<file path="src/rtl/regfile_write_arbiter.sv">
// Write-port controller for a 4 x 32-bit register file: round-robin arbitration
// between two requesters plus a four-cycle clear-all sequence.
module regfile_write_arbiter #(
    parameter int unsigned DATA_WIDTH = 32,
    parameter int unsigned ADDR_WIDTH = 2
) (
    input  logic                  clock,
    input  logic                  reset,
    input  logic                  req0_valid,
    input  logic [ADDR_WIDTH-1:0] req0_reg,
    input  logic [DATA_WIDTH-1:0] req0_data,
    output logic                  req0_ready,
    input  logic                  req1_valid,
    input  logic [ADDR_WIDTH-1:0] req1_reg,
    input  logic [DATA_WIDTH-1:0] req1_data,
    output logic                  req1_ready,
    input  logic                  clear_req,
    output logic                  rf_regWrite,
    output logic [ADDR_WIDTH-1:0] rf_writeReg,
    output logic [DATA_WIDTH-1:0] rf_writeData,
    output logic                  clear_busy,
    output logic                  clear_done,
    output logic [3:0]            busy
);

    localparam int unsigned CNT_W    = 2;
    localparam int unsigned NUM_REGS = 4;

    typedef enum logic {
        ARB   = 1'b0,
        CLEAR = 1'b1
    } state_e;

    state_e                state_q, state_d;
    logic [CNT_W-1:0]      cnt_q, cnt_d;
    logic                  last_grant_q, last_grant_d;
    logic                  we_q, we_d;
    logic [ADDR_WIDTH-1:0] wreg_q, wreg_d;
    logic [DATA_WIDTH-1:0] wdata_q, wdata_d;
    logic                  done_q, done_d;
    logic                  grant0, grant1;

    // Round-robin grant; a tie goes to the requester that did not win last.
    always_comb begin
        grant0 = 1'b0;
        grant1 = 1'b0;
        if (state_q == ARB && !clear_req) begin
            grant0 = req0_valid && (!req1_valid || last_grant_q);
            grant1 = req1_valid && (!req0_valid || !last_grant_q);
        end
    end

    always_comb begin
        state_d      = state_q;
        cnt_d        = cnt_q;
        last_grant_d = last_grant_q;
        we_d         = 1'b0;
        wreg_d       = wreg_q;
        wdata_d      = wdata_q;
        done_d       = 1'b0;
        case (state_q)
            ARB: begin
                if (clear_req) begin
                    state_d = CLEAR;
                    we_d    = 1'b1;
                    wreg_d  = '0;
                    wdata_d = '0;
                    cnt_d   = CNT_W'(1);
                end else if (grant0) begin
                    we_d         = 1'b1;
                    wreg_d       = req0_reg;
                    wdata_d      = req0_data;
                    last_grant_d = 1'b0;
                end else if (grant1) begin
                    we_d         = 1'b1;
                    wreg_d       = req1_reg;
                    wdata_d      = req1_data;
                    last_grant_d = 1'b1;
                end
            end
            CLEAR: begin
                we_d    = 1'b1;
                wreg_d  = ADDR_WIDTH'(cnt_q);
                wdata_d = '0;
                cnt_d   = cnt_q + CNT_W'(1);
                if (cnt_q == CNT_W'(NUM_REGS - 1)) begin
                    state_d = ARB;
                    done_d  = 1'b1;
                end
            end
            default: state_d = ARB;
        endcase
    end

    always_ff @(posedge clock or negedge reset) begin
        if (!reset) begin
            state_q      <= ARB;
            cnt_q        <= '0;
            last_grant_q <= 1'b1;
            we_q         <= 1'b0;
            wreg_q       <= '0;
            wdata_q      <= '0;
            done_q       <= 1'b0;
        end else begin
            state_q      <= state_d;
            cnt_q        <= cnt_d;
            last_grant_q <= last_grant_d;
            we_q         <= we_d;
            wreg_q       <= wreg_d;
            wdata_q      <= wdata_d;
            done_q       <= done_d;
        end
    end

    assign req0_ready   = grant0;
    assign req1_ready   = grant1;
    assign clear_busy   = (state_q == CLEAR) || clear_req;
    assign rf_regWrite  = we_q;
    assign rf_writeReg  = wreg_q;
    assign rf_writeData = wdata_q;
    assign clear_done   = done_q;
    assign busy         = we_q ? 4'(4'b0001 << wreg_q) : 4'b0000;

endmodule

</file>
<file path="config.mk">
export PLATFORM = sky130hd
export DESIGN_NAME = regfile_write_arbiter
export DESIGN_NICKNAME = d
export VERILOG_FILES = /design/src/rtl/regfile_write_arbiter.sv
export SDC_FILE = /design/constraint.sdc
export NUM_CORES = 1
export LEC_CHECK = 0
export CORE_ASPECT_RATIO = 1.2
export CORE_MARGIN = 2
export CORE_UTILIZATION = 45
export CTS_CLUSTER_DIAMETER = 120
export DETAILED_ROUTE_END_ITERATION = 12
export DONT_BUFFER_PORTS = 1
export PLACE_DENSITY_LB_ADDON = 0.08
export RECOVER_POWER = 100
export SLEW_MARGIN = 20
export SYNTH_ARGS = -nofsm -noshare
export SYNTH_HDL_FRONTEND = slang
export SYNTH_SLANG_ARGS = --single-unit
</file>
<file path="constraint.sdc">
create_clock -name clock -period 1.5 [get_ports clock]
set_input_delay 0.15 -clock clock [delete_from_list [all_inputs] [get_ports clock]]
set_output_delay 0.15 -clock clock [all_outputs]
set_load 0.05 [all_outputs]
</file>
==> results.py <==
metrics = {
    "outcome": {
        "run_status": "finished clean",
    },
    "cells_and_area": {
        "final_cell_count_no_fill": 250,
        "antenna_cells_inserted": 0,
        "area_overhead_of_the_layout_relative_to_synthesis_pct": 15.1,
        "finalNetCount": 267,
        "drive_above_1_share_pct": 20.1,
        "finish.instance_area_um2": 2220,
    },
    "place": {
        "hpwlAfterDp_um": 3270,
        "dpl_worst_slack_ns": 0.145,
        "gp_routability_congestion": 0.780,
        "detailed_place.area_um2": 2150,
        "port-buffer-count": 0,
        "dp.cells": 238,
    },
    "synth": {
        "synthDominantAreaCellType": "sky130_fd_sc_hd__dfrtp_1",
        "synth-xor-area-share_pct": 0,
        "synthSimpleGateAreaFrac_pct": 10.1,
        "synth_top_family_by_area": "multiplexers",
        "post_synth_instance_area_um2": 1930,
        "ys.warnings.count": 0,
        "synth-seq-area-share_pct": 52.0,
        "post_synth_fa_ha_maj_area_fraction_pct": 0.649,
        "post_synth_main_area_contributors": "sky130_fd_sc_hd__dfrtp_1 51%, sky130_fd_sc_hd__mux2i_1 18%, sky130_fd_sc_hd__o21ai_1 7.3%",
        "synthesis.instances": 174,
        "synth_fp_nets": 248,
        "postSynthAreaPerCell_um2": 11.1,
        "postSynthRegisterBits": 40,
        "yosysTopAreaCellShare_pct": 50.6,
        "synth_mux_area_share_pct": 17.7,
        "complex_gate_fraction_of_the_synthesized_area_pct": 12.8,
        "count_of_unique_library_cells_instantiated_by_yosys": 25,
    },
    "global_routing": {
        "maximum_number_of_pins_on_one_net_before_global_route_repair": 41,
        "grt_first_pass_wirelength_um": 6640,
        "grt_antenna_before_repair": 0,
        "grt_resource_usage_total_pct": 18.4,
        "first_global_vias": 1413,
        "grt.overflow.total": 0,
    },
    "clock_tree": {
        "root_buffer": "sky130_fd_sc_hd__clkbuf_8",
        "cts_buffers": 5,
        "worst_skew_pair.late_latency_ns": 0.29,
        "worst_setup_hold_path_clk_slew_ns": 0.08,
        "clock_sinks": 40,
        "cts_tree": "yes",
        "ctsLongestPathBuffers": 2,
        "cts.htree.levels": 2,
    },
    "route": {
        "num_vias": 1363,
        "drt_iter0_markers": 69,
        "met3WireLength_um": 349,
        "drt_pass1_iterations": 4,
        "m1WireLength_um": 1620,
        "ant_nets": 0,
        "routed-wl-met2_um": 2370,
        "wl_per_cell_um": 17.6,
        "finalWirelength_um": 4390,
        "avgViaCountPerCell": 5.45,
        "remaining_drc_errors": 0,
        "topRoutingLayerUsed": "met4",
    },
    "run": {
        "drv.max_cap_violation_count": 0,
    },
    "sta": {
        "final-max-slew-violation-count": 0,
        "final.period_utilization_pct": 96.8,
        "clock-skew-final_ns": 0.00430,
        "timing.final.hold_violations": 0,
        "final-setup-viol-count": 0,
        "grt_setup_unrepaired": "yes",
        "max_freq_ghz": 0.689,
        "tightestPinTransition_ns": 0.962,
        "layout_min_cycle_time_ns": 1.45,
        "max_slew_headroom_pct": 35.9,
        "final_setup_margin_ns": 0.0486,
    },
    "floorplanning": {
        "floorplan.core_area_um2": 4200,
        "chipHeight_um": 75.7,
        "start_util_pct": 45.9,
        "ios": 116,
        "die_width_um": 63.7,
        "rows": 26,
        "die-area_um2": 4820,
    },
    "critical_path": {
        "max_stage_delay_ns": 0.43,
        "cp-end-kind": "output port",
        "worst_ep_required_ns": 1.35,
        "timing.reg2reg.setup_slack_ns": 0.09,
        "worst-path-max-fanout": 4,
        "crit_arrival_ns": 1.30,
        "slowest_stage": "sky130_fd_sc_hd__dfrtp_2",
        "critical_path.cell_chain": "nor2_4, inv_2, a211oi_4, buf_12",
        "crit_path_start_kind": "register",
        "criticalPathCategory": "register to output port",
    },
    "pwr": {
        "p_sw_share_pct": 44.2,
        "p_seq_share_pct": 48.1,
        "share_clk_of_total_power_pct": 19.3,
        "powerDensity_nw_per_um2": 1710,
        "ir_worst_vdd_mv": 0.747,
        "power_frac_comb_pct": 32.6,
        "leakage_nw": 1.07,
        "power.internal_w": 0.00212,
        "total_switching_power_w": 0.00167,
    },
    "hold_path": {
        "hold_path_class": "input port to register",
    },
}
[path summary, 6_finish.rpt]
check	startpoint	end	cells past startpoint
worst min-delay path	req1_valid	last_grant_q	2
worst max register to register	state_q	rf_writeData[3]	5
min in group asynchronous	reset	rf_writeReg[0]	2
worst max-delay path	state_q	req1_ready	4
max in group asynchronous	reset	state_q	2
worst min register to register	cnt_q[0]	cnt_q[0]	1
[final cells by class]
| type | instances | area (um^2) |
|---|---|---|
| sequential | 40 | 1000 |
| multi-input combinational | 121 | 833 |
| inverter | 3 | 11.3 |
| clock inverter | 1 | 7.51 |
| fill | 390 | 1980 |
| timing repair buffer | 22 | 206 |
| tap | 56 | 70.1 |
| clock buffer | 7 | 86.3 |
[synth_stat cells, drive strengths merged]
master and n:
ha 1, clkbuf 3, nor2 5, nand2 33
a21oi 2, a22o 1, and3 1, a31oi 1
buf 7, dfstp 1, and2 1, mux2i 34
a211oi 1, dfrtp 39, o21ai 36, and3b 1
nor3b 1, inv 3, nor4 1, a22oi 2
[stage by stage]
stage | util [%] | TNS (ns) | power, W | hold WS (ns)
finish | 52.9 | 0 | 0.00379 | 0.00806
global route | 52.9 | -0.161 | 0.00398 | 0.0403
CTS | 54.7 | 0 | 0.00401 | 0.00358
detailed placement | 51.2 | 0 | 0.00322 | -0.145
global placement | 51.2 | 0 | 0.00317 | -0.145
floorplan | - | -0.322 | 0.00274 | -0.146
[state kept, by name (all words and copies together), names as in the netlist]
| name | count |
|---|---|
| rf_writeData | 32 |
| cnt_q | 2 |
| rf_writeReg | 2 |
| clear_done | 1 |
| last_grant_q | 1 |
| rf_regWrite | 1 |
| state_q | 1 |
[what timing repair did]
action / 4_1_cts / 5_1_grt
setup buffers: 1 / 0
hold buffers: 3 / 0
gates resized for setup: 3 / 0
pin swaps: 0 / 1
endpoints found under the hold margin: 41 / 0
endpoints found under the setup margin: 3 / 15
[layout by cell type, fill, tap and decap left out, drive strengths merged, types with 2 or more instances in the layout]
master / synthesis / layout
buf: 7 / 11
inv: 3 / 3
a22oi: 2 / 2
o21ai: 36 / 36
mux2i: 34 / 34
nand2: 33 / 33
a21oi: 2 / 2
dlygate4sd3: 0 / 2
clkbuf: 3 / 16
dfrtp: 39 / 39
nor2: 5 / 5
[power by group through the flow]
| stage | logic [W] | registers (W) | clock network, W |
|---|---|---|---|
| global route | 0.00133 | 0.00185 | 0.000812 |
| floorplan | 0.000829 | 0.00191 | 0 |
| detailed placement | 0.00136 | 0.00186 | 0 |
| global placement | 0.00132 | 0.00185 | 0 |
| finish | 0.00123 | 0.00182 | 0.000732 |
| CTS | 0.00143 | 0.00183 | 0.000758 |
[logic make-up (layout without fill, tap and decap cells)]
| kind of cell | Yosys count | count (layout) |
|---|---|---|
| AOI/OAI and AO/OA | 43 | 43 |
| muxes | 34 | 34 |
| DFF | 40 | 40 |
| buffers and inverters | 13 | 33 |
| and+or+nand+nor | 43 | 43 |
| adders and majority gates | 1 | 1 |
[layer usage]
| layer | GRT usage (%) | vias up |
|---|---|---|
| met3 | 6.06 | 5 |
| met4 | 6.52 | 0 |
| met2 | 35.1 | 74 |
| li1 | - | 641 |
| met1 | 19.2 | 643 |
| met5 | 0 | - |
[worst max-delay path, delay by kind of cell (launching register included)]
| family | cells | cell delay (ns) |
|---|---|---|
| flops | 1 | 0.43 |
| simple gates | 1 | 0.13 |
| compound gates | 1 | 0.20 |
| buf+inv | 2 | 0.26 |
Power figures use the tool's default switching activity.
